$ cat config.mk
export PLATFORM = sky130hd
export DESIGN_NAME = ext_ram_arbiter
export DESIGN_NICKNAME = d
export VERILOG_FILES = /design/src/rtl/ldpc_mem_pkg.sv /design/src/rtl/rr_arb2.sv /design/src/rtl/ext_ram_arbiter.sv
export SDC_FILE = /design/constraint.sdc
export NUM_CORES = 1
export LEC_CHECK = 0
export CORE_AREA = 2 2 39 41
export CTS_CLUSTER_DIAMETER = 30
export DETAILED_ROUTE_END_ITERATION = 6
export DIE_AREA = 0 0 41 43
export DONT_BUFFER_PORTS = 1
export RECOVER_POWER = 50
export SLEW_MARGIN = 25
export SYNTH_ARGS = -nofsm -noshare
export SYNTH_HDL_FRONTEND = slang
export SYNTH_HIERARCHICAL = 1
export SYNTH_SLANG_ARGS = --single-unit
$ cat constraint.sdc
create_clock -name clk -period 2.8 [get_ports clk]
set_input_delay 0.84 -clock clk [delete_from_list [all_inputs] [get_ports clk]]
set_output_delay 0.84 -clock clk [all_outputs]
set_load 0.05 [all_outputs]
$ cat src/rtl/ldpc_mem_pkg.sv
// ldpc_mem_pkg -- shared definitions for the LDPC memory-access blocks.
//   REQ_VN / REQ_CN : requester indices (variable-node side, check-node side)
//   lock_state_e    : grant-lock state used when EXT_RAM_ARB_LOCK_EN is defined
package ldpc_mem_pkg;

   localparam int unsigned REQ_VN = 0;
   localparam int unsigned REQ_CN = 1;

   typedef enum logic {
      UNLOCKED = 1'b0,
      LOCKED   = 1'b1
   } lock_state_e;

endpackage : ldpc_mem_pkg

$ cat src/rtl/rr_arb2.sv
// rr_arb2 -- two-way round-robin pick.
//   req      in  2 : request per requester
//   last_gnt in  1 : index of the requester that won the last transfer
//   gnt      out 2 : one-hot-or-zero pick; on a tie the requester not granted
//                    last wins
module rr_arb2
   import ldpc_mem_pkg::*;
(
   input  logic [1:0] req,
   input  logic       last_gnt,
   output logic [1:0] gnt
);

   always_comb begin
      gnt = '0;
      if (req[REQ_VN] && req[REQ_CN]) begin
         if (last_gnt) gnt[REQ_VN] = 1'b1;
         else          gnt[REQ_CN] = 1'b1;
      end else begin
         gnt = req;
      end
   end

endmodule : rr_arb2

$ cat src/rtl/ext_ram_arbiter.sv
// ext_ram_arbiter -- arbitrates two requesters onto one single-port RAM port.
// Optional macro EXT_RAM_ARB_LOCK_EN adds lock_i: a requester that transfers
// with its lock bit set keeps priority for up to MAX_LOCK consecutive transfers.
//   clk, rst_n                 : clock, asynchronous active-low reset
//   req_i, we_i [1:0]          : per-requester request / write enable
//   addr0_i, addr1_i           : per-requester address
//   wdata0_i, wdata1_i         : per-requester write data
//   lock_i [1:0]               : per-requester lock request (lock build only)
//   gnt_o [1:0]                : combinational one-hot-or-zero grant
//   rvalid_o [1:0]             : read data valid, one cycle after a granted read
//   rdata_o                    : shared read data (pass-through of ram_data_out)
//   ram_address, ram_data_in, ram_write_en, ram_chip_sel : RAM port drive
//   ram_data_out               : RAM read data
module ext_ram_arbiter
   import ldpc_mem_pkg::*;
#(
   parameter int unsigned DATA_WIDTH = 8,
   parameter int unsigned ADDR_WIDTH = 8,
   parameter int unsigned MAX_LOCK   = 16
) (
   input  logic                  clk,
   input  logic                  rst_n,
   input  logic [1:0]            req_i,
   input  logic [1:0]            we_i,
`ifdef EXT_RAM_ARB_LOCK_EN
   input  logic [1:0]            lock_i,
`endif
   input  logic [ADDR_WIDTH-1:0] addr0_i,
   input  logic [ADDR_WIDTH-1:0] addr1_i,
   input  logic [DATA_WIDTH-1:0] wdata0_i,
   input  logic [DATA_WIDTH-1:0] wdata1_i,
   output logic [1:0]            gnt_o,
   output logic [1:0]            rvalid_o,
   output logic [DATA_WIDTH-1:0] rdata_o,
   output logic [ADDR_WIDTH-1:0] ram_address,
   output logic [DATA_WIDTH-1:0] ram_data_in,
   output logic                  ram_write_en,
   output logic                  ram_chip_sel,
   input  logic [DATA_WIDTH-1:0] ram_data_out
);

   if (MAX_LOCK < 1) begin : g_max_lock_check
      $error("MAX_LOCK must be at least 1");
   end

   logic [1:0] rr_gnt;
   logic [1:0] gnt_sel;
   logic       last_gnt;
   logic       xfer;
   logic       gnt_idx;

   rr_arb2 u_rr_arb2 (
      .req      (req_i),
      .last_gnt (last_gnt),
      .gnt      (rr_gnt)
   );

`ifdef EXT_RAM_ARB_LOCK_EN
   localparam int unsigned      CNT_W   = $clog2(MAX_LOCK + 1);
   localparam logic [CNT_W-1:0] CNT_MAX = CNT_W'(MAX_LOCK);
   localparam logic [CNT_W-1:0] CNT_ONE = CNT_W'(1);

   lock_state_e      lock_state, lock_state_nxt;
   logic             lock_owner, lock_owner_nxt;
   logic [CNT_W-1:0] lock_cnt, lock_cnt_nxt;
   logic [CNT_W-1:0] lock_cnt_inc;
   logic             owner_active;
   logic             hold;

   always_comb begin
      owner_active = req_i[lock_owner] & lock_i[lock_owner];
      hold         = (lock_state == LOCKED) && owner_active;
      gnt_sel      = rr_gnt;
      if (hold) gnt_sel = lock_owner ? 2'b10 : 2'b01;
   end

   // The counter stays saturated at MAX_LOCK while the owner keeps req/lock
   // high, so an expired lock cannot re-arm until the owner lets go.
   always_comb begin
      lock_state_nxt = lock_state;
      lock_owner_nxt = lock_owner;
      lock_cnt_nxt   = lock_cnt;
      lock_cnt_inc   = lock_cnt + CNT_ONE;
      if (!owner_active) begin
         lock_state_nxt = UNLOCKED;
         lock_cnt_nxt   = '0;
      end
      if (xfer && lock_i[gnt_idx]) begin
         if (gnt_idx == lock_owner && owner_active && lock_cnt != '0) begin
            if (lock_cnt != CNT_MAX) begin
               lock_cnt_nxt   = lock_cnt_inc;
               lock_state_nxt = (lock_cnt_inc < CNT_MAX) ? LOCKED : UNLOCKED;
            end
         end else begin
            lock_owner_nxt = gnt_idx;
            lock_cnt_nxt   = CNT_ONE;
            lock_state_nxt = (CNT_ONE < CNT_MAX) ? LOCKED : UNLOCKED;
         end
      end
   end

   always_ff @(posedge clk or negedge rst_n) begin
      if (!rst_n) begin
         lock_state <= UNLOCKED;
         lock_owner <= 1'b0;
         lock_cnt   <= '0;
      end else begin
         lock_state <= lock_state_nxt;
         lock_owner <= lock_owner_nxt;
         lock_cnt   <= lock_cnt_nxt;
      end
   end
`else
   always_comb gnt_sel = rr_gnt;
`endif

   // Grant is forced low combinationally while reset is asserted.
   always_comb begin
      gnt_o        = gnt_sel & {2{rst_n}};
      xfer         = |gnt_o;
      gnt_idx      = gnt_o[REQ_CN];
      ram_chip_sel = xfer;
      ram_address  = gnt_idx ? addr1_i  : addr0_i;
      ram_data_in  = gnt_idx ? wdata1_i : wdata0_i;
      ram_write_en = |(gnt_o & we_i);
      rdata_o      = ram_data_out;
   end

   always_ff @(posedge clk or negedge rst_n) begin
      if (!rst_n) begin
         last_gnt <= 1'b1;
         rvalid_o <= '0;
      end else begin
         if (xfer) last_gnt <= gnt_idx;
         rvalid_o <= gnt_o & ~we_i;
      end
   end

endmodule : ext_ram_arbiter

==> summary.txt <==
Fin crit share -> 93.9%
Hold buffers post-CTS -> 0
Tightest Hold Check Type -> input pin to async pin
Final Setup Violations -> 0
Total grt overflow -> 0
Synth unique cells -> 16
Peak VDD IR -> 0.136 mV
Buf+Inv Stages, Crit Path -> 0
Vias per std cell -> 5.36
ANT nets after route -> 0
Post-Route WL -> 818 um
Fin nets -> 87
Synthesized Nets -> 87
Post-CTS setup buffers -> 0
Clock sink count -> 3
Number of core rows -> 14
Clock-pin slew on the worst setup and hold paths -> 0.04 ns
Detail Placement HPWL -> 722 um
CP max-delay cell -> mux2_2
Die height -> 43 um
IO Port Bufs -> 0
Cell Pwr Density -> 626 nW/um2
Starting DRT DRC Count -> 2
Die ar. -> 1760 um2
Worst slew pin tran -> 0.440 ns
Number of fill cells -> 138
Sequential-to-total area share from yosys stat -> 17.5%
Yosys warns -> 6
Slew margin rel. -> 70.7%
Mapped Area -> 437 um2
Boundary pin count -> 76
Num CTS Buffers -> 3
Slowest stage delay, CP -> 0.46 ns
Hold Fails Final Rpt -> 0
Post-Synthesis Cells -> 41
Syn-to-layout area delta -> 4.58%
Leakage -> 0.237 nW
Layout cell share with drive strength beyond 1 -> 65.0%
Kind of critical path -> input pin to output pin
Synth Area per Inst -> 10.7 um2
Core area -> 1380 um2
Initial Utilization -> 31.6%
Setup tns final -> 0 ns
Critical Path End Type -> output pin
Root buffer cell -> clkbuf_4
RSZ-0062 raised after global routing -> no
Largest net degree at the start of global routing -> 19
Synth Register Bits -> 3
Drt wl/cell -> 14.6 um
CP Max Fanout -> 18
CTS tree -> done
Max Root-Sink Buffers -> 2
Max-Cap Viols -> 0
Placer congestion estimate -> 0.491
Status -> finished clean
DRC errors left -> 0
Crit path cell chain -> a21boi_1 -> nand2_4 -> mux2_2
CTS resizes -> 0
Clk Latency, worst-skew pair -> 0.23 ns
Area contributors post-synth -> mux2_4, mux2_2, buf_4
Critical Path AT -> 1.79 ns
Gr usage total -> 7.79%
Slew Viols, Final -> 0
Total number of vias -> 300
DRT Pass-1 Iters -> 4
Die width -> 41 um
First-pass GRT wire length -> 903 um
Number of global-route vias before repair -> 234
WP data required -> 1.96 ns
Min Tclk post-route -> 2.63 ns
Crit-path leading delay family -> multiplexers
Ant. Diodes -> 0
Initial antenna violation count -> 0
Dominant cell type by area after synthesis -> mux2_4
H-Tree Depth -> 1
Startpoint types -> input pin
Worst clock skew -> 0.00227 ns
Overall power -> 0.000286 W
Share of the synthesized area in the top cell type -> 27.5%
Fmax -> 380 MHz
[path summary, 6_finish.rpt]
check,from,end,slack (ns),cells past startpoint
setup / recovery,req_i[1],ram_data_in[7],0.17,3
hold / removal,rst_n,rvalid_o[0],0.30,0
setup reg to reg,last_gnt,last_gnt,1.48,4
hold reg to reg,last_gnt,last_gnt,0.55,1
max in group asynchronous,rst_n,last_gnt,2.33,0
min in group clk,last_gnt,last_gnt,0.55,1
[power breakdown]
group | leakage [nW] | total, W | switching (W) | internal [W]
Sequential | 0.0377 | 0.0000574 | 0.00000754 | 0.0000499
Clock | 0.0150 | 0.0000753 | 0.0000219 | 0.0000534
Combinational | 0.185 | 0.000153 | 0.000110 | 0.0000433
[kinds of logic (layout without fill, tap and decap cells)]
kind of cell           count (synthesis)  in the layout  synth area share, %
AND/OR/NAND/NOR                        5              5                 6.59
buffers and inverters                 12             11                 18.9
flip-flops                             3              3                 17.5
AO/OA/AOI/OAI                          5              5                 8.89
multiplexers                          16             16                 48.1
[metrics by stage]
stage / instances / area [um2] / hold slack, ns / utilization (%) / setup slack (ns)
finish: 56 / 457 / 0.303 / 33.0 / 0.170
global placement: 52 / 430 / 0.538 / 31.1 / 0.175
CTS: 56 / 457 / 0.290 / 33.0 / 0.156
floorplan: 41 / 439 / 0.527 / - / 0.105
global route: 56 / 457 / 0.288 / 33.0 / 0.0953
detailed placement: 52 / 430 / 0.545 / 31.1 / 0.157
[metal layers]
| metal | part of all wire [%] | GRT usage [%] | up-vias |
|---|---|---|---|
| met3 | 19 | 0.524 | 0 |
| met2 | 53 | 11.6 | 37 |
| met1 | 28 | 7.91 | 131 |
| met4 | 0 | 10.0 | 0 |
| met5 | 0 | 0 | - |
| li1 | - | - | 132 |
[synth_stat cells, drive strengths merged]
master / instances
mux2: 16
buf: 9
inv: 3
a21boi: 2
dfrtp: 2
nand2: 2
nor2: 2
a22o: 1
a22oi: 1
dfstp: 1
nor2b: 1
o21a: 1
[layout make-up]
class                      instances  area [um2]  share of cell area (%)
sequential                         3        76.3                    16.7
tap                               16        20.0                    4.38
timing repair buffer               4        42.5                    9.32
multi-input combinational         26         280                    61.4
clock buffer                       4        26.3                    5.75
inverter                           3        11.3                    2.47
[state kept, by name (all words and copies together), names as in the netlist]
signal	cells
rvalid_o	2
last_gnt	1
[cell usage in the layout (no fill, tap or decap), types with 2 or more instances in the layout]
cell type,instances
dfrtp_1,2
nor2_1,2
mux2_2,8
mux2_4,8
inv_1,3
buf_4,3
clkbuf_4,3
Note: power is estimated with default switching activity, not from simulation.
